===== config.mk =====
export PLATFORM = sky130hd
export DESIGN_NAME = fdd_host_seek
export DESIGN_NICKNAME = d
export VERILOG_FILES = /design/src/rtl/fdd_host_seek.sv
export SDC_FILE = /design/constraint.sdc
export NUM_CORES = 1
export LEC_CHECK = 0
export ABC_AREA = 1
export CAP_MARGIN = 0
export CORE_MARGIN = 2
export CORE_UTILIZATION = 50
export DETAILED_ROUTE_END_ITERATION = 8
export GPL_ROUTABILITY_DRIVEN = 0
export GPL_TIMING_DRIVEN = 0
export PLACE_DENSITY_LB_ADDON = 0.2
export SYNTH_ARGS = -nofsm -noshare
export SYNTH_HDL_FRONTEND = slang
export SYNTH_SLANG_ARGS = --single-unit

===== constraint.sdc =====
create_clock -name clk -period 2.3 [get_ports clk]
set_input_delay 0.23 -clock clk [delete_from_list [all_inputs] [get_ports clk]]
set_output_delay 0.23 -clock clk [all_outputs]
set_load 0.01 [all_outputs]

===== src/rtl/fdd_host_seek.sv =====
// Host-side floppy head-positioning controller: issues timed active-low step
// pulses for seek/recalibrate commands and tracks the current cylinder.
module fdd_host_seek #(
  parameter int DRIVE_NUM      = 1,
  parameter int MAX_TRACK      = 79,
  parameter int RECAL_MAX      = 85,
  parameter int DIR_SETUP_CYC  = 2,
  parameter int STEP_PULSE_CYC = 4,
  parameter int STEP_RATE_CYC  = 10,
  parameter int SETTLE_CYC     = 20
) (
  input  logic       clk,
  input  logic       rst,
  input  logic       motor_req,
  input  logic       cmd_valid,
  output logic       cmd_ready,
  input  logic       cmd_recal,
  input  logic [6:0] cmd_track,
  output logic       done,
  output logic       error,
  output logic       trk_valid,
  output logic [6:0] cur_track,
  output logic [3:0] drive_sel_n,
  output logic       motor_on_n,
  output logic       dir_sel,
  output logic       step_n,
  input  logic       track_0_n,
  input  logic       ready_n
);
  localparam int TW = $clog2(DIR_SETUP_CYC + STEP_RATE_CYC + SETTLE_CYC + 1);
  localparam int CW = $clog2(RECAL_MAX + 1);
  localparam logic [TW-1:0] T_SETUP  = TW'(DIR_SETUP_CYC - 1);
  localparam logic [TW-1:0] T_PULSE  = TW'(STEP_PULSE_CYC - 1);
  localparam logic [TW-1:0] T_GAP    = TW'(STEP_RATE_CYC - STEP_PULSE_CYC - 1);
  localparam logic [TW-1:0] T_SETTLE = TW'(SETTLE_CYC - 1);
  localparam logic [CW-1:0] STEP_LIM = CW'(RECAL_MAX);
  localparam logic [6:0]    MAX_T    = 7'(MAX_TRACK);
  localparam logic [1:0]    SEL_IDX  = 2'(DRIVE_NUM);

  typedef enum logic [2:0] {S_IDLE, S_SETUP, S_PULSE, S_GAP, S_SETTLE, S_DONE} state_e;

  state_e        state_q, state_d;
  logic [TW-1:0] timer_q, timer_d;
  logic [CW-1:0] steps_q, steps_d;
  logic [6:0]    cur_q, cur_d, target_q, target_d;
  logic          recal_q, recal_d, dir_q, dir_d;
  logic          step_n_q, step_n_d, err_q, err_d, valid_q, valid_d;
  logic [3:0]    sel_n_q, sel_n_d;
  logic          motor_n_q;
  logic [1:0]    t0_sync_q, rdy_sync_q;
  logic          t0, rdy, go_pulse;

  assign t0  = ~t0_sync_q[1];
  assign rdy = ~rdy_sync_q[1];

  always_ff @(posedge clk or negedge rst) begin
    if (!rst) begin
      state_q    <= S_IDLE;
      timer_q    <= '0;
      steps_q    <= '0;
      cur_q      <= '0;
      target_q   <= '0;
      recal_q    <= 1'b0;
      dir_q      <= 1'b0;
      step_n_q   <= 1'b1;
      err_q      <= 1'b0;
      valid_q    <= 1'b0;
      sel_n_q    <= 4'hF;
      motor_n_q  <= 1'b1;
      t0_sync_q  <= 2'b11;
      rdy_sync_q <= 2'b11;
    end else begin
      state_q    <= state_d;
      timer_q    <= timer_d;
      steps_q    <= steps_d;
      cur_q      <= cur_d;
      target_q   <= target_d;
      recal_q    <= recal_d;
      dir_q      <= dir_d;
      step_n_q   <= step_n_d;
      err_q      <= err_d;
      valid_q    <= valid_d;
      sel_n_q    <= sel_n_d;
      motor_n_q  <= ~motor_req;
      t0_sync_q  <= {t0_sync_q[0], track_0_n};
      rdy_sync_q <= {rdy_sync_q[0], ready_n};
    end
  end

  always_comb begin
    state_d  = state_q;
    timer_d  = timer_q;
    steps_d  = steps_q;
    cur_d    = cur_q;
    target_d = target_q;
    recal_d  = recal_q;
    dir_d    = dir_q;
    step_n_d = step_n_q;
    err_d    = err_q;
    valid_d  = valid_q;
    go_pulse = 1'b0;

    case (state_q)
      S_IDLE: begin
        if (cmd_valid) begin
          recal_d  = cmd_recal;
          target_d = cmd_track;
          err_d    = 1'b0;
          if (cmd_recal) begin
            dir_d   = 1'b1;
            steps_d = '0;
            timer_d = T_SETUP;
            state_d = S_SETUP;
          end else if (!valid_q || cmd_track > MAX_T || !rdy) begin
            err_d   = 1'b1;
            state_d = S_DONE;
          end else if (cmd_track == cur_q) begin
            state_d = S_DONE;
          end else begin
            dir_d   = (cmd_track < cur_q);
            timer_d = T_SETUP;
            state_d = S_SETUP;
          end
        end
      end
      S_SETUP: begin
        if (timer_q == '0) go_pulse = 1'b1;
        else               timer_d  = timer_q - TW'(1);
      end
      S_PULSE: begin
        if (timer_q == '0) begin
          step_n_d = 1'b1;
          timer_d  = T_GAP;
          state_d  = S_GAP;
        end else begin
          timer_d = timer_q - TW'(1);
        end
      end
      S_GAP: begin
        if (timer_q != '0) begin
          timer_d = timer_q - TW'(1);
        end else if (!recal_q && cur_q == target_q) begin
          timer_d = T_SETTLE;
          state_d = S_SETTLE;
        end else begin
          go_pulse = 1'b1;
        end
      end
      S_SETTLE: begin
        if (timer_q == '0) state_d = S_DONE;
        else               timer_d = timer_q - TW'(1);
      end
      S_DONE:  state_d = S_IDLE;
      default: state_d = S_IDLE;
    endcase

    // Recalibrate decides at each would-be pulse start, so no pulse follows an observed track 0.
    if (go_pulse) begin
      if (recal_q && t0) begin
        cur_d   = '0;
        valid_d = 1'b1;
        err_d   = 1'b0;
        timer_d = T_SETTLE;
        state_d = S_SETTLE;
      end else if (recal_q && steps_q == STEP_LIM) begin
        valid_d = 1'b0;
        err_d   = 1'b1;
        state_d = S_DONE;
      end else begin
        if (recal_q)    steps_d = steps_q + CW'(1);
        else if (dir_q) cur_d   = cur_q - 7'd1;
        else            cur_d   = cur_q + 7'd1;
        step_n_d = 1'b0;
        timer_d  = T_PULSE;
        state_d  = S_PULSE;
      end
    end

    sel_n_d = 4'hF;
    if (motor_req || state_d != S_IDLE) sel_n_d[SEL_IDX] = 1'b0;
  end

  assign cmd_ready   = (state_q == S_IDLE);
  assign done        = (state_q == S_DONE);
  assign error       = err_q;
  assign trk_valid   = valid_q;
  assign cur_track   = cur_q;
  assign drive_sel_n = sel_n_q;
  assign motor_on_n  = motor_n_q;
  assign dir_sel     = dir_q;
  assign step_n      = step_n_q;
endmodule

==> results of run 1 <==
[metal layers]
metal / global-route usage / vias up / share of wire
li1: - / 1204 / -
met4: 0.0400 / 0 / 0.0082
met5: 0 / - / 0
met2: 0.358 / 32 / 0.47
met3: 0.0438 / 5 / 0.030
met1: 0.285 / 1075 / 0.49
[layout by cell type, fill, tap and decap left out, types with 2 or more instances in the layout]
cell type / count
nand2_1: 100
inv_1: 50
dfrtp_1: 34
clkdlybuf4s50_1: 27
o21ai_0: 26
nand3_1: 23
nor2_1: 20
ha_1: 16
a21oi_1: 12
dfstp_2: 7
clkbuf_8: 6
inv_2: 5
nor3_1: 5
xor2_1: 5
o22ai_1: 5
nand2_2: 4
nand4_1: 4
xnor2_1: 4
a31oi_1: 3
buf_4: 3
conb_1: 3
nor2_2: 2
nor2_4: 2
o211ai_1: 2
or2_2: 2
o21a_1: 2
a21o_1: 2
o21ai_1: 2
clkbuf_1: 2
[power groups by stage]
stage | clock (µW) | combinational, µW | sequential (µW)
2_1_floorplan | 0 | 1510 | 1260
3_3_place_gp | 0 | 2080 | 1280
3_5_place_dp | 0 | 2120 | 1290
4_1_cts | 491 | 2140 | 1270
5_1_grt | 524 | 2450 | 1320
6_report | 473 | 2130 | 1270
[area by class of cell]
type,count,area (µm²),share of cell area
Sequential cell,41,1030,0.330
Multi-Input combinational cell,252,1360,0.433
Timing Repair Buffer,30,313,0.0999
Tap cell,70,87.6,0.0280
Clock buffer,7,86.3,0.0276
Buffer,6,42.5,0.0136
Inverter,56,211,0.0675
[timing repair]
item,4_1_cts,5_1_grt
hold endpoints to repair,14,0
hold buffers,1,0
endpoints found under the setup margin,0,0
[worst max-delay path by stage]
stage,from,to,slack (ns),cells after the start
floorplan,timer_q[0],timer_q[0],0.55,10
global placement,rst,steps_q[0],-0.08,1
detailed placement,cmd_track[0],timer_q[0],0.36,12
CTS,state_q[1],cmd_ready,0.36,4
global route,timer_q[0],trk_valid,0.16,12
finish,timer_q[0],timer_q[0],0.34,10
[Yosys cell counts, drive strengths merged]
master and count:
nand2 105, inv 55, dfrtp 34, o21ai 28, nand3 24, nor2 24
ha 16, a21oi 13, dfstp 7, nor3 5, o22ai 5, xor2 5
buf 4, nand4 4, xnor2 4, a31oi 3, a21o 2, clkbuf 2
o211ai 2, o21a 2, or2 2, a21boi 1, and2 1, clkinv 1
conb 1, fa 1, mux2i 1, o221ai 1
[per-stage QoR]
| step | worst slack (ns) | area (µm²) | instances | util |
|---|---|---|---|---|
| after floorplan | 0.546 | 2650 | 355 | - |
| after global placement | -0.0827 | 3010 | 453 | 0.590 |
| after detailed placement | 0.361 | 3040 | 454 | 0.594 |
| after global routing | 0.161 | 3130 | 462 | 0.613 |
| final | 0.340 | 3130 | 462 | 0.613 |
| after CTS | 0.357 | 3130 | 462 | 0.613 |
[critical path, delay by kind of cell, from the launching register on]
family / cells / cell delay [ns]
fa+ha+maj: 2 / 0.50
buf+inv: 1 / 0.11
flops: 1 / 0.40
simple gates: 5 / 0.53
compound gates: 2 / 0.28
[state kept, by name (all words and copies together) (netlist names)]
name,flops
timer_q,6
recal_q,1
rdy_sync_q,2
cur_track,7
target_q,7
steps_q,7
motor_on_n,1
error,1
t0_sync_q,2
state_q,3
dir_sel,1
step_n,1
drive_sel_n,1
trk_valid,1
[logic make-up after synthesis]
group / share of synthesized area
xor gates and xnor gates: 0.0299
muxes: 0.00380
buffers and inverters: 0.0963
DFF: 0.392
other: 0.00142
and+or+nand+nor: 0.271
AOI/OAI and AO/OA: 0.121
adders and majority gates: 0.0835
==> run_results.csv, run 1 <==
group,metric,value,unit
floorplan,die_y,76.6,µm
layout,n_fill_cell,499,
floorplan,ios,32,
worst_setup_path,r2r_cells,10,
floorplan,dieArea,5870,µm²
pwr,p_total,3870,µW
sta,hold_viol_final,0,
cts,post_cts.repair.setup_buffers,0,
cts,htree_levels,2,
worst_setup_path,cp-end-kind,"flip-flop",
synthesis,synth_area_leaders,"dfrtp_1 (32%), nand2_1 (14%), ha_1 (7.6%)",
routing,vias_per_cell,5.01,
synthesis,syn_inst,353,
grt,antenna_found_initial,0,
layout,areaGrowthSynthToFinish,18.7,%
floorplan,core-area,5110,µm²
pwr,combPwrFrac,0.550,
sta,rsz0062_at_grt,"false",
cts,cts_resized,0,
synthesis,synth_top_area_frac,0.323,
cts,clock_latency,0.29,ns
synthesis,avgSynthCellArea,7.47,µm²
worst_setup_path,crit_top_cell,"ha_1",
synthesis,netlist_area,2640,µm²
worst_setup_path,critPathRequiredTime,2.45,ns
pwr,internal-power,2140,µW
routing,num_vias,2316,
sta,fin_crit,1.96,ns
sta,clock_skew,0.00868,ns
worst_setup_path,cp-start-kind,"flip-flop",
placement,port-buffer-count,28,
worst_hold_path,min_from,"ready_n",
routing,routed_wl,5610,µm
worst_hold_path,min_to,"rdy_sync_q[0]",
outcome,run_status,"complete, no violations",
synthesis,yosys.area.top_type,"dfrtp_1",
routing,ant_nets,0,
routing,wire_per_inst,12.1,µm
routing,detail_route.iter0.violations,94,
pwr,swShare,0.448,
cts,cts_root_buf,"clkbuf_8",
worst_setup_path,path_class,"reg2reg",
floorplan,fp-row-count,26,
run,drv_cap,0,
worst_hold_path,whs_path_depth,1,
pwr,pwr-share-seq,0.328,
worst_setup_path,crit_arrival,2.11,ns
worst_setup_path,worstReg2RegStart,"timer_q[0]",
routing,route.detailed.drc,0,
routing,dr.pass1.iters,4,
synthesis,ys_seq_elements,41,
floorplan,die_w,76.6,µm
grt,gr-total-overflow,0,
worst_setup_path,path_cells,"inv_1 > ha_1 > nand3_2 > nor2_2 > nand2_4 > ha_1 > a21oi_1 > nand2_1 > a31oi_1 > nand3_1",
cts,clockBufferDepth,2,
worst_hold_path,worstHoldPathType,"in2reg",
pwr,power_density,1240,nW/µm²
sta,finalMaxSlewViolations,0,
synthesis,synth.distinct_cells,38,
synthesis,yosysWarnings,0,
pwr,ir_drop,0.000677,V
cts,cts_tree,"yes",
worst_setup_path,critPathMaxFanout,10,
pwr,pwr-share-clk,0.122,
layout,diodes,0,
sta,tns,0,ns
worst_setup_path,max_stage_delay,0.40,ns
sta,hold_ws,0.341,ns
grt,grt_pass1_wl,10100,µm
synthesis,synth-seq-area-share,0.392,
sta,period_share,0.852,
pwr,static-leakage-power,0.00160,µW
pwr,switching_power,1740,µW
cts,clock_sinks,41,
cts,clk_pin_slew_worst_paths,0.07,ns
grt,grt_pass1_vias,2219,
layout,nNetsFinal,423,
layout,drive_gt1_frac,0.0995,
grt,grt_max_degree,25,
cts,cts_buffers,5,
floorplan,start_util,0.516,
worst_setup_path,rrSetupSlack,0.34,ns
worst_setup_path,r2r-end,"timer_q[0]",
sta,setup_viol,0,
placement,dp_hpwl,4490,µm
grt,grt_util_all_layers,0.212,
sta,fmax,510,MHz
worst_setup_path,slowest_stage,"dfrtp_1",
Power figures use the tool's default switching activity.
==> inputs of run 2 (changes only) <==
==> constraint.sdc (replaced) <==
create_clock -name clk -period 2.3 [get_ports clk]
set_input_delay 0.345 -clock clk [delete_from_list [all_inputs] [get_ports clk]]
set_output_delay 0.345 -clock clk [all_outputs]
set_load 0.01 [all_outputs]
==> run_results.csv, run 2 (synthesis results as in run 1) <==
group,metric,value,unit
routing,routed_wl,5600,µm
placement,post-place-ws,0.246,ns
grt,antenna_found_initial,0,
grt,met3_usage,0.0438,
worst_setup_path,critPathMaxFanout,6,
outcome,violations,"hold timing",
worst_hold_path,worstHoldPathType,"in2async",
floorplan,fp-row-count,26,
grt,gr-total-overflow,0,
cts,clock_sinks,41,
sta,worst_slack,0.252,ns
layout,layout.cells.most_common,"nand2_1",
layout,most-common-layout-cells,"nand2_1 (100), inv_1 (50), dfrtp_1 (34)",
floorplan,core-area,5110,µm²
pwr,swShare,0.448,
worst_setup_path,cp-end-kind,"primary output",
cts,htree_levels,2,
routing,wire_per_inst,12.1,µm
sta,finalMaxSlewViolations,0,
floorplan,dieArea,5870,µm²
routing,route.detailed.drc,0,
grt,grt_max_degree,25,
worst_setup_path,r2r_cells,10,
pwr,power_density,1240,nW/µm²
worst_setup_path,path_class,"reg2out",
placement,port-buffer-count,28,
grt,grt_pass1_wl,10100,µm
worst_setup_path,cp-start-kind,"flip-flop",
placement,dp_hpwl,4490,µm
cts,clk_pin_slew_worst_paths,0.08,ns
pwr,ir_drop,0.000677,V
floorplan,start_util,0.516,
outcome,run_status,"complete, but fails checks",
cts,clockBufferDepth,2,
cts,post_cts.repair.setup_buffers,0,
pwr,pwr-share-seq,0.328,
grt,grt_util_all_layers,0.212,
worst_setup_path,critPathRequiredTime,1.96,ns
floorplan,die_w,76.6,µm
worst_setup_path,worstReg2RegStart,"timer_q[0]",
grt,grtUsageMet1,0.285,
pwr,pwr-share-clk,0.122,
layout,drive_gt1_frac,0.0997,
routing,vias_per_cell,5.03,
layout,areaGrowthSynthToFinish,18.4,%
routing,num_vias,2320,
floorplan,die_y,76.6,µm
layout,diodes,0,
cts,cts_buffers,5,
cts,cts_resized,0,
pwr,switching_power,1730,µW
sta,setup_viol,0,
grt,top_usage_layer,"met2",
cts,cts_hold_buf,0,
sta,period_share,0.890,
run,drv_cap,0,
placement,dp_cells,454,
worst_setup_path,crit_arrival,1.70,ns
cts,cts_root_buf,"clkbuf_8",
sta,fin_crit,2.05,ns
layout,utilization,0.611,
layout,nNetsFinal,422,
layout,stdcell_count,461,
sta,fmax,488,MHz
floorplan,ios,32,
sta,clock_skew,0.00885,ns
sta,hold_ws,-0.00222,ns
layout,n_fill_cell,500,
worst_setup_path,crit_start,"state_q[1]",
grt,use_met2,0.358,
cts,cts_tree,"yes",
sta,rsz0062_at_grt,"false",
routing,ant_nets,0,
cts,clock_latency,0.29,ns
pwr,static-leakage-power,0.00159,µW
routing,detail_route.iter0.violations,88,
grt,grt_pass1_vias,2219,
routing,dr.pass1.iters,4,
pwr,combPwrFrac,0.549,
pwr,internal-power,2140,µW
sta,hold_viol_final,5,
[run 2: cell types whose count changed in the layout (fill, tap and decap cells not counted)]
cell and change:
dlygate4sd3_1 -1
[run 2: power groups by stage]
| stage | clock network, µW | registers (µW) | logic [µW] |
|---|---|---|---|
| after floorplan | 0 | 1260 | 1510 |
| after global placement | 0 | 1280 | 2080 |
| after detailed placement | 0 | 1290 | 2120 |
| after CTS | 491 | 1270 | 2140 |
| after global routing | 524 | 1320 | 2450 |
| final | 473 | 1270 | 2130 |
[run 2: final cells by class]
cell class	count	area, µm²	area share
Buffer	6	42.5	0.0136
Clock buffer	7	86.3	0.0277
Inverter	56	211	0.0677
Multi-Input combinational cell	252	1360	0.434
Sequential cell	41	1030	0.331
Tap cell	70	87.6	0.0281
Timing Repair Buffer	29	303	0.0970
[run 2: routing by layer]
layer,vias up,part of all wire
met5,-,0
met4,0,0.0082
met3,5,0.040
met2,38,0.47
met1,1076,0.48
li1,1201,-
[run 2: final timing paths]
path / to / slack [ns]
setup / recovery: cmd_ready / 0.25
hold reg to reg: t0_sync_q[1] / 0.36
setup reg to reg: timer_q[0] / 0.34
min in group clk: t0_sync_q[1] / 0.36
max in group asynchronous: rdy_sync_q[1] / 1.74
hold / removal: timer_q[2] / -0.002
[run 2: worst max-delay path, cell delays in order (launching register included)]
cell and delay [ns]:
dfrtp_1 0.43, nor2_1 0.21, nand2_1 0.14, inv_1 0.10, clkdlybuf4s50_1 0.53
[run 2: metrics by stage]
| step | setup TNS (ns) | power, µW | hold WS [ns] | cell area [µm²] |
|---|---|---|---|---|
| floorplan | 0 | 2770 | 0.0494 | 2650 |
| global placement | -6.66 | 3360 | 0.345 | 3010 |
| detailed placement | 0 | 3410 | 0.327 | 3040 |
| CTS | 0 | 3900 | 0.0152 | 3120 |
| global route | 0 | 4290 | 0.0228 | 3120 |
| finish | 0 | 3870 | -0.00222 | 3120 |
